===== src/rtl/fetch_pkg.sv =====
// fetch_pkg: fetch controller state encoding and constants
package fetch_pkg;
    typedef enum logic [1:0] {IDLE, REQ, WAIT, DRAIN} fetch_state_t;
    localparam logic [31:0] NOP_INSTR = 32'h00000013;
endpackage


===== src/rtl/fetch_buf.sv =====
// fetch_buf: single-entry instruction/PC buffer feeding IF/ID
module fetch_buf import fetch_pkg::*; #(
    parameter int WIDTH = 32
) (
    input  logic             clk,
    input  logic             rst,
    input  logic             load,
    input  logic             flush,
    input  logic             cons,
    input  logic [WIDTH-1:0] load_instr,
    input  logic [WIDTH-1:0] load_pc,
    output logic             valid,
    output logic [WIDTH-1:0] instr,
    output logic [WIDTH-1:0] pc
);
    always_ff @(posedge clk) begin
        if (rst) begin
            valid <= 1'b0;
            instr <= WIDTH'(NOP_INSTR);
            pc    <= '0;
        end else if (flush) begin
            valid <= 1'b0;
        end else if (load) begin
            valid <= 1'b1;
            instr <= load_instr;
            pc    <= load_pc;
        end else if (cons) begin
            valid <= 1'b0;
        end
    end
endmodule


===== src/rtl/fetch_ctrl.sv =====
// fetch_ctrl: one-outstanding instruction fetch sequencer with redirect drain
module fetch_ctrl import fetch_pkg::*; #(
    parameter int WIDTH = 32
) (
    input  logic             clk,
    input  logic             rst,
    input  logic [WIDTH-1:0] pcf_i,
    input  logic             redirect_i,
    input  logic             stall_d_i,
    output logic             pc_en_o,
    output logic             imem_req_valid_o,
    output logic [WIDTH-1:0] imem_req_addr_o,
    input  logic             imem_req_ready_i,
    input  logic             imem_rsp_valid_i,
    input  logic [WIDTH-1:0] imem_rsp_data_i,
    output logic             instr_valid_o,
    output logic [WIDTH-1:0] instr_o,
    output logic [WIDTH-1:0] instr_pc_o
);
    fetch_state_t state, state_n;
    logic [WIDTH-1:0] req_pc;
    logic cons, free, hs, accept;
    assign cons            = instr_valid_o & ~stall_d_i;
    assign free            = ~instr_valid_o | cons;
    assign hs              = imem_req_valid_o & imem_req_ready_i;
    assign accept          = (state == WAIT) & imem_rsp_valid_i & ~redirect_i;
    assign imem_req_addr_o = pcf_i;
    always_ff @(posedge clk) begin
        state <= rst ? IDLE : state_n;
    end
    always_ff @(posedge clk) begin
        if (rst) req_pc <= '0;
        else if (hs) req_pc <= pcf_i;
    end
    always_comb begin
        state_n = state;
        case (state)
            IDLE:    state_n = REQ;
            REQ:     state_n = hs ? WAIT : REQ;
            WAIT:    state_n = imem_rsp_valid_i ? REQ : redirect_i ? DRAIN : WAIT;
            DRAIN:   state_n = imem_rsp_valid_i ? REQ : DRAIN;
            default: state_n = IDLE;
        endcase
    end
    always_comb begin
        imem_req_valid_o = (state == REQ) & free & ~redirect_i;
        pc_en_o          = redirect_i | accept;
    end
    fetch_buf #(.WIDTH(WIDTH)) u_buf (
        .clk        (clk),
        .rst        (rst),
        .load       (accept),
        .flush      (redirect_i),
        .cons       (cons),
        .load_instr (imem_rsp_data_i),
        .load_pc    (req_pc),
        .valid      (instr_valid_o),
        .instr      (instr_o),
        .pc         (instr_pc_o)
    );
endmodule


===== config.mk =====
export PLATFORM = sky130hd
export DESIGN_NAME = fetch_ctrl
export DESIGN_NICKNAME = d
export VERILOG_FILES = /design/src/rtl/fetch_pkg.sv /design/src/rtl/fetch_buf.sv /design/src/rtl/fetch_ctrl.sv
export SDC_FILE = /design/constraint.sdc
export NUM_CORES = 1
export LEC_CHECK = 0
export ABC_AREA = 1
export BUFFER_PORTS_ARGS = -buffer_cell sky130_fd_sc_hd__buf_2
export CAP_MARGIN = 20
export CORE_ASPECT_RATIO = 1.4
export CORE_UTILIZATION = 30
export DETAILED_ROUTE_END_ITERATION = 6
export GPL_TIMING_DRIVEN = 0
export RECOVER_POWER = 50
export SETUP_SLACK_MARGIN = 0.15
export SYNTH_ARGS = -nofsm -noshare
export SYNTH_HDL_FRONTEND = slang
export SYNTH_SLANG_ARGS = --single-unit

===== constraint.sdc =====
create_clock -name clk -period 1.5 [get_ports clk]
set_clock_uncertainty 0.2 [all_clocks]
set_input_delay 0.225 -clock clk [delete_from_list [all_inputs] [get_ports clk]]
set_output_delay 0.225 -clock clk [all_outputs]
set_load 0.03 [all_outputs]

### Word level (Yosys, flattened, before mapping)

Index checks and enable logic that the tools add are counted.

| word-level totals | value |
|---|---|
| register bits | 99 |
| output and inout bits | 99 |
| word-level logic and storage cells | 30 |

| operators by class | value |
|---|---|
| equal/unequal tests | 3 |
| mux-type cells | 7 |
| bitwise operators | 11 |
| reductions and logical operators | 4 |

Operators with widths:

| operator | number |
|---|---|
| $pmux W2 S4 | 1 |
| $and A1 B1 Y1 | 6 |
| $mux W2 | 3 |
| $eq A2 B2 Y1 const B | 2 |
| $mux W1 | 3 |
| $not A1 Y1 | 3 |
| $eq A2 B1 Y1 const B | 1 |
| $logic_not A2 Y1 | 1 |
| $or A1 B1 Y1 | 2 |
| $reduce_and A2 Y1 | 1 |
| $reduce_bool A2 Y1 | 1 |
| $reduce_or A2 Y1 | 1 |

### Longest topological paths before layout

| logic depth | value |
|---|---|
| depth in word-level cells | 8 |
| gate-level depth with buffers | 8 |
| mapped depth without buffers | 6 |

### Hierarchy

Synthesis repeated with hierarchy kept, for this count alone.

| unflattened totals | value |
|---|---|
| cell total of the unflattened synthesis | 670 |
| area, all modules | 4436.8 µm² |

Modules (own cells, without submodules):

| module | times used | cells an instance | area an instance (µm²) | seq. area each (µm²) |
|---|---|---|---|---|
| fetch_buf | 1 | 415 | 2767.7 | 1301.2 |
| fetch_ctrl | 1 | 255 | 1669.1 | 680.7 |

### Worst setup path before layout

No wires, ideal clock.

| timing | value |
|---|---|
| path type | register -> register |
| start | reg u_buf.valid |
| end | reg req_pc[10] |
| library setup time | 0.064 ns |
| arrival time | 1.244 ns |
| required time | 1.236 ns |
| path slack | -0.008 ns |
| cell stages (with the launch flop) | 7 |
| path buffers | 2 |
| period minus slack after synthesis | 1.508 ns |
| cell sequence | dfxtp_1 > nand2_1 > nand4_1 > buf_2 > buf_2 > nor2_1 > nor2_1 |

| between the ends | value |
|---|---|
| word-level cells in the longest chain between the ends | 5 |
| elaborated cells on any way between the ends | 6 |

RTL lines:

| element | RTL line | source |
|---|---|---|
| from (decl) | fetch_buf.sv:12 | `output logic valid,` |
| from (signal assigned) | fetch_buf.sv:18 | `valid <= 1'b0;` |
| from (signal assigned) | fetch_buf.sv:22 | `valid <= 1'b0;` |
| from (signal assigned) | fetch_buf.sv:24 | `valid <= 1'b1;` |
| $and A1 B1 Y1 or $not A1 Y1 (tied branches) | fetch_ctrl.sv:23, fetch_ctrl.sv:24 |  |
| $or A1 B1 Y1 * | fetch_ctrl.sv:24 | `assign free = ~instr_valid_o \| cons;` |
| $and A1 B1 Y1 * (2 in series) | fetch_ctrl.sv:46 | `imem_req_valid_o = (state == REQ) & free & ~redirect_i;` |
| $and A1 B1 Y1 * | fetch_ctrl.sv:25 | `assign hs = imem_req_valid_o & imem_req_ready_i;` |
| to (signal assigned) | fetch_ctrl.sv:33 | `else if (hs) req_pc <= pcf_i;` |
| to (decl) | fetch_ctrl.sv:21 | `logic [WIDTH-1:0] req_pc;` |

Every way passes the cells marked *; elsewhere a longest branch is shown, timed or not.
A chain may end at the register's enable or synchronous reset.

### Worst setup path in the final report

| timing | value |
|---|---|
| start | reg state[1] |
| end | reg u_buf.instr[11] |

| between the ends | value |
|---|---|
| word-level cells in the longest chain between the ends | 4 |

RTL lines:

| element | RTL line | source |
|---|---|---|
| from (decl) | fetch_ctrl.sv:20 | `fetch_state_t state, state_n;` |
| from (signal assigned) | fetch_ctrl.sv:29 | `state <= rst ? IDLE : state_n;` |
| $eq A2 B2 Y1 | fetch_ctrl.sv:26 | `assign accept = (state == WAIT) & imem_rsp_valid_i & ~redirect_i;` |
| $and A1 B1 Y1 (2 in series) | fetch_ctrl.sv:26 |  |
| $reduce_and A2 Y1 (no source line) | -- |  |
| to (signal assigned) | fetch_buf.sv:19 | `instr <= WIDTH'(NOP_INSTR);` |
| to (signal assigned) | fetch_buf.sv:25 | `instr <= load_instr;` |
| to (decl) | fetch_buf.sv:13 | `output logic [WIDTH-1:0] instr,` |

No other way between the ends.

==> metrics.md <==
| Metric | Value |
|---|---|
| Status | `finished, violations left` |
| Violated checks | `design-rule violations, negative setup slack` |
| Crit. End Element | `register` |
| Post-Syn Area per Cell | `roughly 7.3 um2` |
| DP Area | `just under 5000 um2` |
| Final setup violating endpoints | `10` |
| Non-filler instance count after layout | `955` |
| Mapped Nets | `604` |
| Crit path max-delay cell type | `dfxtp_4` |
| Critical Path Max Stage Delay | `approximately 360 ps` |
| Largest net degree at the start of global routing | `16` |
| Post-Layout Inst Area | `just under 7000 um2` |
| Yosys top cell area share | `50.7%` |
| Critical path type | `register to register` |
| DRT Wirelength | `roughly 12000 um` |
| Yosys warnings | `0` |
| Final min period | `1560 ps` |
| RSZ-0062 raised after global routing | `yes` |
| Die Ht | `around 140 um` |
| Die W | `98.4 um` |
| Root Driver | `clkbuf_16` |
| Half-perimeter wire length after placement | `~7400 um` |
| Synth area leader | `dfxtp_1` |
| Max Slew Vio Count | `0` |
| Post-route ant nets | `0` |
| Wire per inst | `~12 um` |
| Yosys reg bits | `99` |
| GP Congestion | `approximately 0.7` |
| Syn-to-layout area delta | `74.3%` |
| Layout cell share with drive strength beyond 1 | `38.8%` |
| Max-cap violations | `0` |
| CTS clk-pin slew, worst paths | `about 70 ps` |
| DR vias | `4078` |
| Gate Count Post-Synth | `534` |
| PortBufs | `168` |
| Worst-margin pin slew | `~660 ps` |
| CTS Buffer Depth | `2` |
| TritonCTS clock tree | `built` |
| Max Fclk | `~640 MHz` |
| CTS sink count | `99` |
| H-tree levels | `3` |
| # rows | `49` |
| WP data arrival | `1600 ps` |
| Clk Latency, worst-skew pair | `~340 ps` |
| Dominant cells by area after synthesis | `dfxtp_1 (51%), nor2_1 (18%), o21ai_0 (7.8%), nand2_1 (7.2%), buf_4 (6.5%)` |
| GRT overflow | `0` |
| First-pass detailed-route iteration total | `7` |
| Clock buffer count from CTS | `9` |
| Final setup margin | `-64.1 ps` |
| Die area | `13500 um2` |
| Detailed Route Iter0 Violations | `94` |
| Pre-CTS setup slack | `-295 ps` |
| Cell mode on critical path | `nor2_1` |
| Power per Cell Area | `901 nW/um2` |
| Maximum VDD drop | `about 0.56 mV` |
| Final period utilization | `104%` |
| Via-to-Cell Ratio | `about 4.3` |
| Final nets | `~870` |
| First-pass GRT wire length | `17500 um` |
| Worst-path cell chain | `inv_2 -> nor2_4 -> nand3_4 -> buf_12 -> clkinv_16 -> buf_6 -> buf_8 -> nor2_1 -> nor2_1` |
| Core area | `roughly 13000 um2` |
| Initial core utilization | `30.6%` |
| Relative slew slack | `roughly 56%` |
| Tot GR Track Use | `~17%` |
| Sequential area share after synthesis | `between 50% and 60%` |
| Vias in the first global route | `approximately 3600` |
| Placed cell count | `around 860` |
| Worst-path fanout max | `7` |
| WP data required | `roughly 1500 ps` |
| Area of the mapped netlist | `roughly 3900 um2` |
| Netlist cell types | `18` |
| Crit path launch type | `register` |
| Hold Vio Cnt, Final | `0` |
| Core Util, Final | `between 50% and 60%` |
| Hold Path Class | `input pin to register` |
| Initial antenna violation count | `0` |
| # DRC | `15` |
| Antenna fix cells | `0` |
| I/O Pins | `169` |
| P_leak | `~3.2 nW` |
final timing paths:
path               startpoint               to  slack [ps]  cells past startpoint
max                  state[1]  u_buf.instr[11]         -60                      9
min reg2reg   u_buf.instr[18]  u_buf.instr[18]         270                      2
max reg2reg          state[1]  u_buf.instr[11]         -60                      9
min          imem_rsp_valid_i      u_buf.valid          20                      3
logic make-up after synthesis:
| logic type | Yosys count | synth area share, % |
|---|---|---|
| compound gates | 63 | 8.14 |
| buf+inv | 101 | 14.4 |
| flops | 99 | 50.7 |
| simple gates | 271 | 26.7 |
through the flow:
step	TNS (ps)	total power, mW	hold WS, ps
finish	-266	6.14	15.6
global route	-4700	6.40	25.7
CTS	-190	6.12	-26.8
detailed placement	-11180	3.41	234
global placement	-9930	3.41	231
floorplan	0	3.19	90.3
area by class of cell:
class / count / area (um2)
clock inverters: 4 / 75.1
flip-flops and latches: 99 / 1990
well taps: 153 / 191
clock buffers: 11 / 243
fillers: 1204 / 5940
repair buffers: 252 / 1810
inverters: 39 / 173
multi-input cells: 334 / 1690
repair inverters: 1 / 16.3
plain buffers: 62 / 622
metal layers:
layer | GRT usage, % | up-vias | routed length, um
met5 | 0 | - | 0
met4 | 7.21 | 0 | 242
met3 | 2.66 | 15 | 584
met2 | 31.6 | 123 | 6390
met1 | 18.1 | 1810 | 4670
li1 | - | 2130 | -
cell usage in the layout (no fill, tap or decap), drive strengths merged:
cell           n
buf          195
nor2         189
dfxtp         99
nand2         75
dlygate4sd3   66
clkbuf        64
o21ai         61
inv           38
nand3          6
clkinvlp       2
bufinv         2
clkinv         2
nand4          1
a21oi          1
a211oi         1
worst max-delay path: cells and delay by family, from the launching register on:
kind	cells	cell delay [ps]
and+or+nand+nor	4	300
DFF	1	360
buffers and inverters	5	590
sequential cells by signal (all words and copies together), names as in the netlist:
| signal | flops |
|---|---|
| req_pc | 32 |
| u_buf.instr | 32 |
| u_buf.pc | 32 |
| state | 2 |
| u_buf.valid | 1 |
report_power, final:
part	internal [mW]	leakage (nW)	switching [mW]
registers	2.69	0.804	0.0388
clock network	1.50	0.148	0.992
logic	0.437	2.25	0.475
total	4.63	3.20	1.51
synth_stat cells:
| cell type | number |
|---|---|
| buf_4 | 34 |
| o21ai_0 | 61 |
| inv_6 | 1 |
| buf_2 | 6 |
| nand3_2 | 1 |
| nand3_1 | 5 |
| a211oi_1 | 1 |
| nand2_1 | 75 |
| dfxtp_1 | 99 |
| clkbuf_1 | 16 |
| nor2_4 | 1 |
| nor2_2 | 1 |
| inv_2 | 2 |
| nand4_1 | 1 |
| buf_6 | 6 |
| inv_1 | 36 |
| nor2_1 | 187 |
| a21oi_1 | 1 |
what timing repair did:
item                                    4_1_cts  5_1_grt
endpoints found under the setup margin      102      106
resized for setup                           133      107
gates cloned                                  6        7
hold buffers                                 66        0
pin swaps                                    11       11
endpoints found under the hold margin        66        0
setup buffers                                 5        1
Power figures use the tool's default switching activity.
